<file path="src/rtl/sprite_bus_pkg.sv">
// Field layout and shared constants for the 32-bit sprite command bus.
package sprite_bus_pkg;

    localparam int SUB_COMP_MSB = 31;
    localparam int SUB_COMP_LSB = 26;
    localparam int CHILD_MSB    = 25;
    localparam int CHILD_LSB    = 21;
    localparam int INFO_MSB     = 20;
    localparam int INFO_LSB     = 17;
    localparam int TYPE_MSB     = 16;
    localparam int TYPE_LSB     = 14;
    localparam int PP_BIT       = 13;
    localparam int MSG_MSB      = 12;
    localparam int MSG_LSB      = 0;

    localparam logic [3:0] INFO_WRITE = 4'h1;
    localparam logic [3:0] INFO_FLUSH = 4'hF;

    typedef enum logic [1:0] {
        RUN   = 2'd0,
        WAIT  = 2'd1,
        FLUSH = 2'd2
    } sched_state_t;

    // Ping-pong flush command: only INFO and PP are non-zero.
    function automatic logic [31:0] flush_word(input logic pp);
        logic [31:0] w;
        w = 32'h0;
        w[INFO_MSB:INFO_LSB] = INFO_FLUSH;
        w[PP_BIT] = pp;
        return w;
    endfunction

endpackage

</file>
<file path="src/rtl/sprite_frame_scheduler_cmd_fifo.sv">
// Synchronous command FIFO; the extra pointer bit separates full from empty.
module cmd_fifo #(
    parameter int DEPTH = 64,
    parameter int WIDTH = 33,
    localparam int AW = $clog2(DEPTH)
) (
    input  logic          clk,
    input  logic          reset,
    input  logic          push,
    input  logic          pop,
    input  logic [WIDTH-1:0] din,
    output logic [WIDTH-1:0] head,
    output logic          empty,
    output logic          full,
    output logic [AW:0]   level
);

    logic [WIDTH-1:0] mem [DEPTH];
    logic [AW:0]      wr_ptr;
    logic [AW:0]      rd_ptr;
    logic             push_ok;
    logic             pop_ok;

    assign empty   = (wr_ptr == rd_ptr);
    assign full    = (wr_ptr[AW] != rd_ptr[AW]) && (wr_ptr[AW-1:0] == rd_ptr[AW-1:0]);
    assign level   = wr_ptr - rd_ptr;
    assign head    = mem[rd_ptr[AW-1:0]];
    assign push_ok = push && !full;
    assign pop_ok  = pop && !empty;

    always_ff @(posedge clk or posedge reset) begin
        if (reset) begin
            wr_ptr <= '0;
            rd_ptr <= '0;
        end else begin
            if (push_ok) wr_ptr <= wr_ptr + 1'b1;
            if (pop_ok)  rd_ptr <= rd_ptr + 1'b1;
        end
    end

    // NOTE: storage has no reset; the pointers alone define which entries are valid.
    always_ff @(posedge clk) begin
        if (push_ok) mem[wr_ptr[AW-1:0]] <= din;
    end

endmodule

</file>
<file path="src/rtl/sprite_frame_scheduler.sv">
// Drains host sprite commands onto the sprite bus, holding frame commits until vblank.
module sprite_frame_scheduler
    import sprite_bus_pkg::*;
#(
    parameter int DEPTH       = 64,
    parameter int VBLANK_LINE = 480
) (
    input  logic        clk,
    input  logic        reset,
    input  logic        chipselect,
    input  logic        write,
    input  logic        read,
    input  logic        address,
    input  logic [31:0] writedata,
    output logic [31:0] readdata,
    input  logic [9:0]  vcount,
    output logic [31:0] sprite_writedata
);

    localparam int LW = $clog2(DEPTH) + 1;
    localparam logic [9:0] VB_LINE = 10'(VBLANK_LINE);

    sched_state_t state, next_state;
    logic         back;
    logic [7:0]   frame_cnt;
    logic         overflow;
    logic         vb_level_q;
    logic         vb_prev_q;
    logic         vb_start;

    logic         fifo_push;
    logic         fifo_pop;
    logic [32:0]  fifo_din;
    logic [32:0]  fifo_head;
    logic         fifo_empty;
    logic         fifo_full;
    logic [LW-1:0] fifo_level;
    logic [7:0]   level8;

    logic [31:0]  next_word;
    logic         do_flush;
    logic         ovf_set;
    logic         status_rd;

    assign fifo_push = chipselect && write;
    assign fifo_din  = address ? {1'b1, 32'h0} : {1'b0, writedata};
    // Full is judged before any same-cycle pop, so a push into a full FIFO is always lost.
    assign ovf_set   = fifo_push && fifo_full;
    assign status_rd = chipselect && read && !address;
    assign vb_start  = vb_level_q && !vb_prev_q;
    assign level8    = 8'(fifo_level);

    cmd_fifo #(.DEPTH(DEPTH), .WIDTH(33)) u_fifo (
        .clk   (clk),
        .reset (reset),
        .push  (fifo_push),
        .pop   (fifo_pop),
        .din   (fifo_din),
        .head  (fifo_head),
        .empty (fifo_empty),
        .full  (fifo_full),
        .level (fifo_level)
    );

    // NOTE: every output of this block gets a default first so no path leaves one unassigned (no latch).
    always_comb begin
        next_state = state;
        next_word  = 32'h0;
        fifo_pop   = 1'b0;
        do_flush   = 1'b0;
        case (state)
            RUN: begin
                if (!fifo_empty) begin
                    if (fifo_head[32]) begin
                        next_state = WAIT;
                    end else begin
                        next_word         = fifo_head[31:0];
                        next_word[PP_BIT] = back;
                        fifo_pop          = 1'b1;
                    end
                end
            end
            WAIT: begin
                if (vb_start) next_state = FLUSH;
            end
            FLUSH: begin
                next_word  = flush_word(back);
                fifo_pop   = 1'b1;
                do_flush   = 1'b1;
                next_state = RUN;
            end
            default: next_state = RUN;
        endcase
    end

    // NOTE: state registers use non-blocking assignments so every flop samples pre-edge values.
    always_ff @(posedge clk or posedge reset) begin
        if (reset) begin
            state            <= RUN;
            sprite_writedata <= 32'h0;
            back             <= 1'b1;
            frame_cnt        <= 8'h0;
            overflow         <= 1'b0;
            vb_level_q       <= 1'b0;
            vb_prev_q        <= 1'b0;
        end else begin
            state            <= next_state;
            sprite_writedata <= next_word;
            vb_level_q       <= (vcount >= VB_LINE);
            vb_prev_q        <= vb_level_q;
            if (do_flush) begin
                back      <= ~back;
                frame_cnt <= frame_cnt + 8'h1;
            end
            if (ovf_set)        overflow <= 1'b1;
            else if (status_rd) overflow <= 1'b0;
        end
    end

    assign readdata = status_rd
        ? {overflow, 7'b0, frame_cnt, ~back, (state == WAIT), 6'b0, level8}
        : 32'h0;

endmodule

</file>
<file path="config.mk">
export PLATFORM = sky130hd
export DESIGN_NAME = sprite_frame_scheduler
export DESIGN_NICKNAME = d
export VERILOG_FILES = /design/src/rtl/sprite_bus_pkg.sv /design/src/rtl/sprite_frame_scheduler_cmd_fifo.sv /design/src/rtl/sprite_frame_scheduler.sv
export SDC_FILE = /design/constraint.sdc
export NUM_CORES = 2
export LEC_CHECK = 0
export BUFFER_PORTS_ARGS = -buffer_cell sky130_fd_sc_hd__buf_2
export CORE_UTILIZATION = 50
export CTS_CLUSTER_DIAMETER = 30
export DETAILED_ROUTE_END_ITERATION = 12
export PLACE_DENSITY = 0.77
export SYNTH_ARGS = -nofsm -noshare
export SYNTH_HDL_FRONTEND = slang
export SYNTH_SLANG_ARGS = --single-unit
</file>
<file path="constraint.sdc">
create_clock -name clk -period 7.2 [get_ports clk]
set_input_delay 0.72 -clock clk [delete_from_list [all_inputs] [get_ports clk]]
set_output_delay 0.72 -clock clk [all_outputs]
set_load 0.05 [all_outputs]
</file>
Yosys cells after proc, flatten, opt, wreduce, memory -nomap -nowiden --
Memories as Yosys holds them, arrays and structs flattened. Index checks and enable logic that the tools add are counted.
Storage, ports and cells: register bits 60, latch bits 0, RAM bits 2112, memory bits (read-only) 0, input port bits 48, output and inout port bits 64, memories 1
Operators by class: $add $sub $neg 4, $mul 0, divide/modulo/power cells 0, order comparisons 1, eq/ne operators 8, shift operators 0, muxes and demuxes 17, bitwise logic cells 1, reductions and logical operators 15
Memories:
- u_fifo.mem | words 64, bits a word 33, read ports 1, clocked after memory_dff 0, wr ports 1, RTL line sprite_frame_scheduler_cmd_fifo.sv:18 | logic [WIDTH-1:0] mem [DEPTH];
Operator list (count):
- two-way mux 32 bit | 3
- case mux 32 bit (2 select lines) | 1
- two-way mux 33 bit | 1
- adder 7 x 1 -> 7 bit (second input constant) | 2
- >= comparator 10 x 9 -> 1 bit (second input constant) | 1
- adder 8 x 1 -> 8 bit (second input constant) | 1
- logical AND 1 bit | 8
- == test 7 bit | 1
- two-way mux 1 bit | 7
- subtractor 7 bit | 1
- == test 6 bit | 1
- two-way mux 2 bit | 3
- inequality test 2 bit (second input constant) | 3
- zero test 1 bit | 4
- case mux 2 bit (2 select lines) | 1
- AND reduction 3 bit | 1
- == test 2 x 1 -> 1 bit (second input constant) | 1
- == test 2 bit (second input constant) | 1
- zero test 2 bit | 1
- case mux 1 bit (2 select lines) | 1
- nonzero test 2 bit | 1
- inequality test 1 bit | 1
- inverter 1 bit | 1

Longest topological paths before layout --
word-level depth 6, depth in mapped cells 13

By module --
From an unflattened synthesis, not the netlist that was laid out.
Second synthesis, totals: cell total of the unflattened synthesis 3719, area, all modules 83392.5 um^2
By module, submodules not included:
- cmd_fifo | instances 1, cells each 3532, area each 81304.2 um^2
- sprite_frame_scheduler | instances 1, cells each 187, area each 2088.3 um^2

Worst setup path before layout --
Ideal clock, no wire load.
path kind register to register, start register u_fifo.rd_ptr[3], end memory u_fifo.mem[63][0] (enable), setup time 421 ps, arrival 4256 ps, slack 2523 ps, stages on the path, launching flop included 13, path buffers 4, period minus slack after synthesis 4677 ps, cells stage by stage dfrtp_1 > inv_1 > buf_2 > buf_2 > clkbuf_1 > ha_1 > nand4_1 > nor3_1 > nor2_1 > and2_1 > clkbuf_1 > nand3_1 > nor2_1
On the way: cells in the longest elaborated chain, start to end 6
Ends and longest elaborated chain:
- start, declared | RTL line sprite_frame_scheduler_cmd_fifo.sv:20 | logic [AW:0] rd_ptr;
- start signal, assigned | RTL line sprite_frame_scheduler_cmd_fifo.sv:37 | if (pop_ok) rd_ptr <= rd_ptr + 1'b1;
- == test 6 bit | RTL line sprite_frame_scheduler_cmd_fifo.sv:25 | assign full = (wr_ptr[AW] != rd_ptr[AW]) && (wr_ptr[AW-1:0] == rd_ptr[AW-1:0]);
- logical AND 1 bit | RTL line sprite_frame_scheduler_cmd_fifo.sv:25
- zero test 1 bit | RTL line sprite_frame_scheduler_cmd_fifo.sv:28 | assign push_ok = push && !full;
- logical AND 1 bit | RTL line sprite_frame_scheduler_cmd_fifo.sv:28
- two-way mux 1 bit | RTL line sprite_frame_scheduler_cmd_fifo.sv:43 | if (push_ok) mem[wr_ptr[AW-1:0]] <= din;
- two-way mux 1 bit (not written as such) | RTL line sprite_frame_scheduler_cmd_fifo.sv:43
- end, declared | RTL line sprite_frame_scheduler_cmd_fifo.sv:18
No other way between the ends.

Final worst setup path --
start register u_fifo.rd_ptr[3], end memory u_fifo.mem[9][7] (enable)
Same word-level chain as after synthesis.

==> flow_summary.toml <==
[cts]
clkTransAtPathRegs_ns = 0.05
cts_buffers = 365
cts_max_level = 5
cts_sinks = 2108
clk_path_buf_depth = 4
clkLatencyLatePin_ns = 0.95
cts_tree = "done"
cts_resized = 0
cts-root-buf = "clkbuf_16"

[synth]
synth_area_leaders = "edfxtp_1 (76%), mux4_2 (18%), dfrtp_1 (1.8%)"
syn_inst = 3286
ys_seq_area_share_pct = 78.0
yosysTopAreaCell = "edfxtp_1"
synth_ff_type = "edfxtp_1"
synth_enable_flop_cells = 2048
synth_cell_type_count = 46
yosys.area.top_type_share_pct = 76.2
ys_async_sr_fraction_pct = 2.85
synth.ff_latch_count = 2108
syn_area_per_cell_um2 = 24.6
netlist_area_mm2 = 0.0807
synth_warnings = 0

[grt]
grt_max_degree = 149
grt_first_pass_wirelength_mm = 324
antenna_found_initial = 16
grt_overflow = 0
track_usage_pct = 28.7
grt_pass1_vias = 42800

[route]
drt_iter0_markers = 6682
drtPass1Iterations = 6
avgViaCountPerCell = 6.75
wl_per_cell_um = 37.8
dr_total_vias = 41500
routed_wl_mm = 232
drtAntennaViolNets = 0
drc = 0

[power_and_ir_drop]
pwr_density_cell_mw_per_mm2 = 427
pwr-share-comb_pct = 23.2
power_leakage_nw = 31.7
intPower_w = 0.0297
ir_drop_v = 0.000402
p_sw_w = 0.0118
power_switching_share_pct = 28.5
clkPwrFrac_pct = 42.8
p_seq_share_pct = 34.0

[setup_path]
timing.rr.start = "u_fifo.rd_ptr[3]$_DFFE_PP0P_"
cp-start-kind = "flop"
worst_setup_path_end_kind = "flop"
cp-startpoint = "u_fifo.rd_ptr[3]$_DFFE_PP0P_"
timing.critical_path.buf_inv = 2
crit_path_cell_trace = "inv_8 -> ha_1 -> nand4_1 -> nor3_1 -> nor3_1 -> nand2_1 -> nor2_4 -> buf_4"
crit_family = "simple AND/OR/NAND/NOR gates"
path_max_fanout = 45
cp_common_cell = "nor3_1"
max_stage_delay_ns = 0.95
cpMaxStageDelayCell = "nor2_4"
cp.arrival_ns = 6.03
required_ns = 7.71
worst-setup-path-type = "reg -> reg"

[finish]
seq_area_mm2 = 0.0630
final_common_cell = "edfxtp_1"
area.growth.synth_to_final_pct = 20.5
nNetsFinal = 3748
multiInputGateArea_mm2 = 0.0175
drive_gt1_share_pct = 39.7
final_cell_mix = "edfxtp_1 (2048), mux4_2 (658), clkbuf_16 (372), buf_4 (104), buf_2 (90)"
fill_cells = 10200

[worst_hold_path]
hold_path_class = "in -> async"

[sta]
max_freq_mhz = 181
skew_ns = 0.0761
worstMarginPinSlew_ns = 1.44
setup_tns_ns = 0
setup_slack_ns = 1.68
hold_viol = 0
slew-limit-headroom_pct = 3.75
grt_setup_unrepaired = "false"
final.min_clock_period_ns = 5.52
period_share_pct = 76.6
setup_viol = 0
maxSlewViolCount = 0

[placement]
place_worst_setup_slack_ns = 2.02
port_buffers = 91
globalplace.congestion = 0.821
dpl.hpwl_mm = 106

[floorplan]
ios = 112
die-area_mm2 = 0.163
coreArea_mm2 = 0.160
start_util_pct = 50.3
die_h_um = 404
die_width_um = 404
fp-row-count = 147

[run]
cap_violations = 0

[outcome]
status = "complete, no violations"
[cell families (layout without fill, tap and decap cells)]
group / Yosys count / count (layout) / share of synthesized area [%]
other cells: 1 / 18 / 0.00465
mux: 676 / 676 / 18.6
flops: 2108 / 2108 / 78.0
compound gates: 30 / 30 / 0.256
xor+xnor: 26 / 26 / 0.282
fa+ha+maj: 10 / 10 / 0.164
buf+inv: 191 / 870 / 1.19
simple gates: 244 / 244 / 1.46
[what timing repair did]
item                                   4_1_cts  5_1_grt
setup endpoints to repair                    0        0
hold buffers                                 1        0
setup buffers                                0        0
endpoints found under the hold margin        1        0
[power groups by stage]
stage,Combinational [W],Sequential (W),Clock (W)
floorplan,0.00675,0.0142,0
global placement,0.00908,0.0143,0
detailed placement,0.00920,0.0143,0
CTS,0.00960,0.0141,0.0179
global route,0.00996,0.0141,0.0184
finish,0.00964,0.0141,0.0178
[path summary, 6_finish.rpt]
kind	to	slack, ns	cells past startpoint
min in group clk	vb_level_q$_DFF_PP0_	0.09	2
worst max-delay path	u_fifo.mem[9][7]$_DFFE_PP_	1.68	8
max in group asynchronous	u_fifo.rd_ptr[1]$_DFFE_PP0P_	6.06	3
worst min-delay path	sprite_writedata[28]$_DFF_PP0_	0.09	3
worst min register to register	vb_prev_q$_DFF_PP0_	0.37	0
worst max register to register	u_fifo.mem[9][7]$_DFFE_PP_	1.68	8
[layout make-up]
| type | instances | share of cell area (%) |
|---|---|---|
| Antenna cell | 4 | 0.0103 |
| Clock buffer | 396 | 9.68 |
| Clock inverter | 259 | 3.18 |
| Inverter | 9 | 0.0437 |
| Multi-Input combinational cell | 1000 | 18.0 |
| Sequential cell | 2108 | 64.8 |
| Tap cell | 2160 | 2.78 |
| Timing Repair Buffer | 206 | 1.50 |
[cells in the mapped netlist, types with 4 or more instances]
master,n
edfxtp_1,2048
mux4_2,658
and2_1,11
o21ai_1,4
nand3_1,13
nor3_1,5
nand2_1,41
nand4_1,7
buf_4,35
mux2i_1,12
a21o_1,6
buf_2,44
buf_1,7
inv_1,6
nor2_1,92
a21oi_1,9
nor2b_1,62
buf_6,8
xor2_1,7
clkbuf_1,88
dfrtp_1,59
mux2_2,5
xnor2_1,19
ha_1,9
[registers in the layout, indices dropped and copies added, names as in the netlist]
signal	count
back	1
frame_cnt	8
overflow	1
sprite_writedata	32
state	2
u_fifo.mem	2048
u_fifo.rd_ptr	7
u_fifo.wr_ptr	7
vb_level_q	1
vb_prev_q	1
[metrics by stage]
step	cells	utilization, %	hold WS [ns]	total power (W)	instance area, um^2
CTS	6134	60.6	0.0535	0.0416	97200
floorplan	3299	-	0.355	0.0210	80800
global placement	5478	52.8	0.370	0.0234	84600
finish	6142	60.6	0.0868	0.0416	97300
global route	6138	60.6	0.0753	0.0425	97200
detailed placement	5478	52.8	0.372	0.0235	84600
[worst min-delay path: stages]
cell and delay, ns:
buf_2 0.10, clkinv_2 0.04, buf_4 0.77
[layer usage]
layer  global-route usage (%)  vias up  wire length, um
met5                        0        -              149
met4                     13.9       22            12100
met3                     8.19      821            29700
met2                     45.5     3851           112000
met1                     36.6    21800            78100
li1                         -    15000                -
Note: power is estimated with default switching activity, not from simulation.
